File: src/rtl/uart_pkg.sv
// Shared definitions for the UART transmit block: register map, bit positions, FSM states.
package uart_pkg;
  localparam int UART_BASE = 60;

  localparam logic [1:0] OFF_DATA = 2'd0;
  localparam logic [1:0] OFF_CTRL = 2'd1;
  localparam logic [1:0] OFF_STAT = 2'd2;
  localparam logic [1:0] OFF_RXD  = 2'd3;

  localparam int CTRL_EN_BIT  = 16;
  localparam int CTRL_PAR_BIT = 17;

  localparam int STAT_THRE_BIT = 0;
  localparam int STAT_BUSY_BIT = 1;
  localparam int STAT_OVR_BIT  = 2;

  typedef enum logic [2:0] {IDLE, START, DATA, PARITY, STOP} tx_state_t;
endpackage

File: src/rtl/uart_baud_tick.sv
// Bit-period down-counter: reloads at every bit start, pulses bit_done on a bit's last clk.
module uart_baud_tick #(
  parameter int DIV_W = 16
) (
  input  logic             clk,
  input  logic             rst_n,
  input  logic             hold,
  input  logic [DIV_W-1:0] div,
  output logic             bit_done
);
  logic [DIV_W-1:0] cnt;

  always_ff @(posedge clk or negedge rst_n) begin
    if (!rst_n)                 cnt <= '0;
    else if (hold || cnt == '0) cnt <= div;
    else                        cnt <= cnt - 1'b1;
  end

  assign bit_done = !hold && (cnt == '0);
endmodule

File: src/rtl/uart_tx_unit.sv
// UART 8N1 transmitter with one-entry holding register and CPU register interface.
// Optional parity bit when UART_TX_PARITY_EN is defined.
import uart_pkg::*;

module uart_tx_unit #(
  parameter int               DIV_W         = 16,
  parameter logic [DIV_W-1:0] CLK_DIV_RESET = DIV_W'(433)
) (
  input  logic        clk,
  input  logic        rst_n,
  input  logic        WEId,
  input  logic        WEIc,
  input  logic        WEIs,
  input  logic [1:0]  addr,
  input  logic [31:0] wdata,
  output logic [31:0] rdata,
  output logic        tx,
  output logic        tx_irq
);
  tx_state_t        state, state_d;
  logic [2:0]       bit_idx, idx_d;
  logic [7:0]       shreg, hold_data;
  logic [DIV_W-1:0] ctrl_div, frame_div, baud_div;
  logic             hold_full, tx_en, ovr;
  logic             load, wr_ok, bit_done, tx_d;
  logic             unused_wdata;
`ifdef UART_TX_PARITY_EN
  logic             par_odd, frame_par;
`endif

  assign unused_wdata = ^wdata;

  // Reload at a frame boundary picks up the live divisor; mid-frame bits keep the latched one.
  assign baud_div = (state == IDLE || state == STOP) ? ctrl_div : frame_div;

  uart_baud_tick #(.DIV_W(DIV_W)) u_tick (
    .clk     (clk),
    .rst_n   (rst_n),
    .hold    (state == IDLE),
    .div     (baud_div),
    .bit_done(bit_done)
  );

  always_comb begin
    state_d = state;
    idx_d   = bit_idx;
    load    = 1'b0;
    tx_d    = 1'b1;
    case (state)
      IDLE: if (hold_full && tx_en) begin
        load    = 1'b1;
        state_d = START;
      end
      START: if (bit_done) begin
        state_d = DATA;
        idx_d   = 3'd0;
      end
      DATA: if (bit_done) begin
        if (bit_idx == 3'd7) begin
`ifdef UART_TX_PARITY_EN
          state_d = PARITY;
`else
          state_d = STOP;
`endif
        end else begin
          idx_d = bit_idx + 3'd1;
        end
      end
      PARITY: if (bit_done) state_d = STOP;
      STOP: if (bit_done) begin
        if (hold_full && tx_en) begin
          load    = 1'b1;
          state_d = START;
        end else begin
          state_d = IDLE;
        end
      end
      default: state_d = IDLE;
    endcase
    // tx is registered from the next state so the line changes exactly at bit boundaries.
    case (state_d)
      START:   tx_d = 1'b0;
      DATA:    tx_d = shreg[idx_d];
`ifdef UART_TX_PARITY_EN
      PARITY:  tx_d = ^shreg ^ frame_par;
`endif
      default: tx_d = 1'b1;
    endcase
  end

  always_ff @(posedge clk or negedge rst_n) begin
    if (!rst_n) begin
      state     <= IDLE;
      bit_idx   <= 3'd0;
      shreg     <= 8'h00;
      frame_div <= CLK_DIV_RESET;
      tx        <= 1'b1;
`ifdef UART_TX_PARITY_EN
      frame_par <= 1'b0;
`endif
    end else begin
      state   <= state_d;
      bit_idx <= idx_d;
      tx      <= tx_d;
      if (load) begin
        shreg     <= hold_data;
        frame_div <= ctrl_div;
`ifdef UART_TX_PARITY_EN
        frame_par <= par_odd;
`endif
      end
    end
  end

  // A write landing on the same edge the shifter drains the holding register is accepted.
  assign wr_ok = WEId && (!hold_full || load);

  always_ff @(posedge clk or negedge rst_n) begin
    if (!rst_n) begin
      hold_full <= 1'b0;
      hold_data <= 8'h00;
      ovr       <= 1'b0;
      ctrl_div  <= CLK_DIV_RESET;
      tx_en     <= 1'b0;
`ifdef UART_TX_PARITY_EN
      par_odd   <= 1'b0;
`endif
    end else begin
      if (wr_ok) begin
        hold_full <= 1'b1;
        hold_data <= wdata[7:0];
      end else if (load) begin
        hold_full <= 1'b0;
      end
      if (WEId && !wr_ok) ovr <= 1'b1;
      else if (WEIs)      ovr <= 1'b0;
      if (WEIc) begin
        ctrl_div <= wdata[DIV_W-1:0];
        tx_en    <= wdata[CTRL_EN_BIT];
`ifdef UART_TX_PARITY_EN
        par_odd  <= wdata[CTRL_PAR_BIT];
`endif
      end
    end
  end

  always_comb begin
    rdata = 32'h0;
    case (addr)
      OFF_DATA: rdata[7:0] = hold_data;
      OFF_CTRL: begin
        rdata[DIV_W-1:0]   = ctrl_div;
        rdata[CTRL_EN_BIT] = tx_en;
`ifdef UART_TX_PARITY_EN
        rdata[CTRL_PAR_BIT] = par_odd;
`endif
      end
      OFF_STAT: begin
        rdata[STAT_THRE_BIT] = !hold_full;
        rdata[STAT_BUSY_BIT] = (state != IDLE);
        rdata[STAT_OVR_BIT]  = ovr;
      end
      OFF_RXD: rdata = 32'h0;
    endcase
  end

  assign tx_irq = !hold_full && tx_en;
endmodule

File: config.mk
export PLATFORM = sky130hd
export DESIGN_NAME = uart_tx_unit
export DESIGN_NICKNAME = d
export VERILOG_FILES = /design/src/rtl/uart_pkg.sv /design/src/rtl/uart_baud_tick.sv /design/src/rtl/uart_tx_unit.sv
export SDC_FILE = /design/constraint.sdc
export NUM_CORES = 1
export LEC_CHECK = 0
export BUFFER_PORTS_ARGS = -buffer_cell sky130_fd_sc_hd__buf_2
export CAP_MARGIN = 20
export CORE_UTILIZATION = 55
export DETAILED_ROUTE_END_ITERATION = 10
export MAX_ROUTING_LAYER = met4
export PLACE_DENSITY = 0.79
export SLEW_MARGIN = 20
export SYNTH_ARGS = -nofsm -noshare
export SYNTH_HDL_FRONTEND = slang
export SYNTH_SLANG_ARGS = --single-unit
File: constraint.sdc
create_clock -name clk -period 5 [get_ports clk]
set_clock_uncertainty 0.05 [all_clocks]
set_input_delay 1.25 -clock clk [delete_from_list [all_inputs] [get_ports clk]]
set_output_delay 1.25 -clock clk [all_outputs]
set_load 0.05 [all_outputs]
==> flow_summary.yaml, run 1 <==
clocking:
  postCtsSetupBuffers: 0
  cts_buffers: 9
  clockBufferDepth: 2
  cts-root-buf: "clkbuf_8"
  insertion_delay_ps: 340
  htree_levels: 3
  ctsResizeCount: 0
  post_cts_hold_buffer_count: 0
  clkSinkCount: 74
  cts_tree: "yes"
  clk_pin_slew_ps: 80
pwr:
  p_int_uw: 1450
  power_switching_uw: 839
  clock_power_share_pct: 22.8
  switching_share_pct: 36.7
  ir_drop_uv: 324
  pwr-share-seq_pct: 45.6
  comb_power_share_pct: 31.6
  leakage_uw: 0.00197
  power_density_nw_per_um2: 518
logic_synthesis:
  seq_area_frac_synth_pct: 46.7
  synth_area_sq_um: 4000
  ys_warn_count: 0
  synth_top_area_share_pct: 39.4
  synth.area.top_cells: "dfrtp_1 (39%), mux2_2 (9.9%), dfstp_2 (7.2%)"
  yosys_most_used_dff: "dfrtp_1"
  synth_top_cell_by_area: "dfrtp_1"
  syn_avg_cell_area_sq_um: 11.4
  synth.distinct_cells: 59
  postSynth.asyncResetShare_pct: 100
  synth_edf_count: 0
  syn_inst: 351
  synth-seq-cells: 74
timing:
  finalCritPeriodShare_pct: 79.2
  tightestPinTransition_ps: 746
  slew_viol_final: 0
  fin_setup_tns_ps: 0
  finalSetupViolations: 0
  min_period_ps: 3960
  hold_violations: 0
  relSlewSlack_pct: 50.2
  fmax_mhz: 252
  rsz0062_at_grt: "no"
setup_path:
  cp_max_fo: 10
  r2r_end: "hold_data[7]"
  critPathRequiredTime_ps: 3700
  cp_data_arrival_time_ps: 2660
  cp-end-kind: "primary output"
  rr_startpoint: "u_tick.cnt[0]"
  worstSetupPathType: "primary input to primary output"
  reg2reg_slack_ps: 1960
  start_kind: "primary input"
  reg2reg_depth: 10
placed_design:
  gp_congestion: 0.844
  dpl.cell_count: 475
  dpl.hpwl_microns: 5340
  port_buffers: 42
finish:
  drive_gt1_share_pct: 32.7
  fin_cells: 491
  layout_commonest_cell: "dfrtp_1"
  seqCellArea_sq_um: 1870
  multi_input_area_sq_um: 1940
  antennaDiodeCount: 0
  mostFrequentLayoutCells: "dfrtp_1 (63), buf_2 (42), mux2_2 (35), nand2_1 (22)"
  fill_cells: 562
  syn2layout_area_growth_pct: 10.3
  nets: 432
floorplanning:
  io_pins: 73
  die_w_microns: 87.2
  start_util_pct: 57.9
  core_area_sq_um: 6910
  die_h_microns: 87.2
  rows: 30
  dieArea_sq_um: 7610
min_path:
  hold_depth: 1
  worstHoldPathType: "flip-flop to flip-flop"
  worstHoldStart: "frame_div[9]"
  min_to: "frame_div[9]"
route:
  routedWlPerCell_microns: 15.8
  drt_iter0_markers: 124
  vias_per_cell: 5.56
  ant_nets: 0
  vias: 2730
  drc: 0
  routed_wl_microns: 7770
  firstDrtPassIters: 4
grt:
  antenna_found_initial: 0
  gr-total-overflow: 0
  grt_pass1_vias: 2718
  grt_max_degree: 44
  grt_first_pass_wirelength_microns: 13100
  track_usage_pct: 23.4
run_status:
  status: "finished, final reports clean"
job:
  maxCapViolations: 0
[flip-flops by register name, indices dropped and copies added, names as in the netlist]
| register | count |
|---|---|
| frame_div | 16 |
| ovr | 1 |
| hold_data | 8 |
| u_tick.cnt | 16 |
| shreg | 8 |
| bit_idx | 3 |
| tx | 1 |
| state | 3 |
| hold_full | 1 |
| tx_en | 1 |
| ctrl_div | 16 |
[cells in the mapped netlist, drive strengths merged (2+ instances only)]
library cell   n
o22ai          3
o21ai         27
nand4          2
nand2b         3
nand3b         2
mux2          49
nand2         24
a31oi          4
xor2           9
ha             3
or4            3
buf           23
inv            5
nor2b          6
nor3           4
and2           9
o31ai          4
nor3b          3
xnor2          4
dfstp         11
dfrtp         63
a211oi         5
mux2i         20
a21oi          8
nor4           5
nor2          22
nand3          5
clkbuf         9
nor4b          3
[worst max-delay path by stage]
stage	start	endpoint	slack, ps	cells after the start
after floorplan	addr[0]	rdata[0]	1140	3
after global placement	addr[0]	rdata[9]	1120	4
after detailed placement	addr[0]	rdata[9]	1050	4
after CTS	addr[0]	rdata[15]	1050	4
after global routing	addr[0]	rdata[9]	980	4
final	addr[0]	rdata[15]	1040	4
[metrics by stage]
stage	hold slack (ps)	setup WS (ps)	instance area (sq um)	total power [uW]	util (%)
global route	456	982	4410	2420	63.8
floorplan	410	1140	4050	1600	-
global placement	423	1120	4180	1720	60.6
finish	444	1040	4410	2280	63.8
detailed placement	430	1050	4180	1770	60.6
CTS	450	1050	4410	2290	63.8
[cells by family (layout without fill, tap and decap cells)]
kind of cell / count (synthesis) / count (layout) / synth area share (%)
other: 1 / 15 / 0.0938
adders and majority gates: 3 / 3 / 0.939
and+or+nand+nor: 95 / 95 / 14.6
DFF: 74 / 74 / 46.7
buffers and inverters: 37 / 67 / 6.20
xor gates and xnor gates: 13 / 13 / 2.85
AOI/OAI and AO/OA: 58 / 58 / 9.30
muxes: 70 / 70 / 19.4
[worst max-delay path: stages]
cell and delay (ps):
buf_2 260, nor2b_1 660, and2_1 220, buf_2 260
[power by group through the flow]
stage          logic, uW  clock network [uW]  registers [uW]
6_report             721                 521            1040
4_1_cts              727                 529            1040
3_5_place_dp         721                   0            1050
5_1_grt              794                 557            1070
3_3_place_gp         689                   0            1030
2_1_floorplan        607                   0             991
[per-layer routing]
metal	track usage, %	up-vias	wire, microns
met5	-	-	0
met2	37.0	66	3930
met3	3.79	12	212
met1	30.8	1355	3530
met4	8.05	0	96
li1	-	1297	-
[layout make-up]
class	instances	area share (%)
Tap cell	96	2.72
Multi-Input combinational cell	254	44.0
Sequential cell	74	42.3
Clock inverter	7	2.33
Timing Repair Buffer	46	5.45
Clock buffer	9	2.81
Inverter	5	0.426
Note: power is estimated with default switching activity, not from simulation.
==> inputs of run 2 (changes only) <==
--- a/config.mk
+++ b/config.mk
@@ -5,12 +5,13 @@
 export SDC_FILE = /design/constraint.sdc
 export NUM_CORES = 1
 export LEC_CHECK = 0
+export ABC_AREA = 1
 export BUFFER_PORTS_ARGS = -buffer_cell sky130_fd_sc_hd__buf_2
 export CAP_MARGIN = 20
-export CORE_UTILIZATION = 55
+export CORE_UTILIZATION = 50
 export DETAILED_ROUTE_END_ITERATION = 10
 export MAX_ROUTING_LAYER = met4
-export PLACE_DENSITY = 0.79
+export PLACE_DENSITY = 0.76
 export SLEW_MARGIN = 20
 export SYNTH_ARGS = -nofsm -noshare
 export SYNTH_HDL_FRONTEND = slang
==> constraint.sdc (replaced) <==
create_clock -name clk -period 3.5 [get_ports clk]
set_clock_uncertainty 0.05 [all_clocks]
set_input_delay 0.875 -clock clk [delete_from_list [all_inputs] [get_ports clk]]
set_output_delay 0.875 -clock clk [all_outputs]
set_load 0.05 [all_outputs]
==> run 2 against run 1 <==
  * Non-clock buffer count fell by 1
  * Final cell count rose by 23%
  * Synthesized cell count rose by 31%
  * Total power rose by 28%
  * Area after synthesis fell by 5.1%
  * Critical path type unchanged
  * Critical endpoint is now rdata[0]
  * Largest power group unchanged
  * Highest routed layer unchanged
==> flow_summary.yaml, run 2 <==
clocking:
  cts_buffers: 9
  htree_levels: 3
  cts-root-buf: "clkbuf_8"
  cts_tree: "yes"
  clkSinkCount: 74
  clk_pin_slew_ps: 70
  clockBufferDepth: 2
  post_cts_hold_buffer_count: 0
  ctsResizeCount: 0
  insertion_delay_ps: 350
  postCtsSetupBuffers: 0
route:
  firstDrtPassIters: 4
  routedWlPerCell_microns: 12.4
  vias_per_cell: 5.05
  vias: 3053
  drc: 0
  routed_wl_microns: 7500
  drt_iter0_markers: 199
  ant_nets: 0
setup_path:
  start_kind: "primary input"
  cp-end-kind: "primary output"
  reg2reg_depth: 14
  reg2reg_slack_ps: 860
  cp_max_fo: 15
  worstSetupPathType: "primary input to primary output"
  rr_startpoint: "u_tick.cnt[0]"
  crit_end: "rdata[0]"
  cp-startpoint: "addr[0]"
  r2r_end: "tx"
  cp_data_arrival_time_ps: 1950
  critPathRequiredTime_ps: 2570
grt:
  gr-total-overflow: 0
  grt_first_pass_wirelength_microns: 13000
  grt_max_degree: 40
  grt_pass1_vias: 2849
  antenna_found_initial: 0
  track_usage_pct: 22.2
min_path:
  worstHoldPathType: "flip-flop to flip-flop"
  hold_depth: 2
logic_synthesis:
  postSynth.asyncResetShare_pct: 100
  synth_top_cell_by_area: "dfrtp_1"
  yosys_most_used_dff: "dfrtp_1"
  synth_area_sq_um: 3790
  yosysMostFrequentCell: "nand2_1"
  synth.area.top_cells: "dfrtp_1 (42%), nand2_1 (10%), dfstp_2 (7.6%)"
  synth-seq-cells: 74
  seq_area_frac_synth_pct: 49.2
  synth.distinct_cells: 38
  ys_warn_count: 0
  synthTopCellsByCount: "nand2_1 (102), dfrtp_1 (63), inv_1 (62)"
  syn_avg_cell_area_sq_um: 8.22
  synth_edf_count: 0
  syn_inst: 461
  synth_top_area_share_pct: 41.6
timing:
  rsz0062_at_grt: "no"
  whs_ps: 427
  fin_setup_tns_ps: 0
  relSlewSlack_pct: 46.1
  slew_viol_final: 0
  min_period_ps: 2870
  hold_violations: 0
  fin_ws_ps: 626
  finalCritPeriodShare_pct: 82.1
  fmax_mhz: 348
  finalSetupViolations: 0
  tightestPinTransition_ps: 809
placed_design:
  gp_congestion: 0.883
  dpl.cell_count: 588
  pre_cts_ws_ps: 623
  port_buffers: 42
  place_area_sq_um: 4010
  dpl.hpwl_microns: 5430
finish:
  fin_cells: 604
  syn2layout_area_growth_pct: 10.9
  fill_cells: 666
  nets: 542
  mostFrequentLayoutCells: "nand2_1 (102), dfrtp_1 (63), inv_1 (62), o21ai_0 (47), nor2_1 (44)"
  multi_input_area_sq_um: 1530
  reg_top3: "ctrl_div: 16 flops, frame_div: 16 flops, u_tick.cnt: 16 flops"
  drive_gt1_share_pct: 18.4
  seqCellArea_sq_um: 1870
  layout_commonest_cell: "nand2_1"
  fin_area_sq_um: 4200
  antennaDiodeCount: 0
floorplanning:
  core_area_sq_um: 7290
  io_pins: 73
  rows: 31
  start_util_pct: 52.0
  die_h_microns: 89.1
  dieArea_sq_um: 7930
  die_w_microns: 89.1
job:
  maxCapViolations: 0
pwr:
  ir_drop_uv: 403
  leakage_uw: 0.00211
  power_density_nw_per_um2: 698
run_status:
  status: "finished, final reports clean"
run 2: cell count changes after synthesis, sizes merged, moves of 12 or more:
cell | before | now
nor2 | 22 | 51
nand2 | 24 | 107
nand3 | 5 | 17
mux2i | 20 | 0
mux2 | 49 | 1
o21ai | 27 | 57
inv | 5 | 64
run 2: how the worst min path moves through the flow:
stage | end | start | slack, ps
final | frame_div[0] | frame_div[0] | 430
after global routing | frame_div[0] | frame_div[0] | 440
after CTS | frame_div[0] | frame_div[0] | 430
after detailed placement | frame_div[0] | frame_div[0] | 420
after global placement | frame_div[7] | frame_div[7] | 410
after floorplan | u_tick.cnt[0] | u_tick.cnt[0] | 390
run 2: area by class of cell:
type / count / share of cell area, %
clock buffers: 10 / 3.04
clock inverters: 6 / 1.58
inverters: 65 / 5.84
multi-input cells: 305 / 36.4
flip-flops and latches: 74 / 44.4
well taps: 99 / 2.95
repair buffers: 45 / 5.84
run 2: kinds of logic (layout without fill, tap and decap cells):
kind of cell	after synthesis	after routing	synth area share (%)
flops	74	74	49.2
mux	1	1	0.396
other cells	1	15	0.0989
compound gates	90	90	13.1
xor+xnor	10	10	2.31
fa+ha+maj	3	3	0.990
simple gates	186	186	22.0
buf+inv	96	126	11.8
run 2: critical path, stage by stage:
cell and delay [ps]:
buf_2 90, inv_1 50, nor2_1 150, inv_1 250, o221ai_1 230, buf_2 300
run 2: per-stage QoR:
step           power [uW]  util [%]
2_1_floorplan        2120         -
3_3_place_gp         2260      55.0
3_5_place_dp         2290      55.0
4_1_cts              2950      57.6
5_1_grt              3160      57.6
6_report             2930      57.6
run 2: routing by layer:
layer  GRT usage, %  vias up  part of all wire, %
li1               -     1523                    -
met1           29.7     1436                   47
met2           34.1       80                   47
met3           3.69       14                  4.5
met4           8.37        0                  1.7
met5              -        -                    0
run 2: power by group:
part           total (uW)  switching (uW)  leakage (uW)  internal [uW]
logic                 939             617       0.00114            322
registers            1340             162      0.000871           1180
clock network         657             325      0.000101            332
total                2930            1100       0.00211           1830
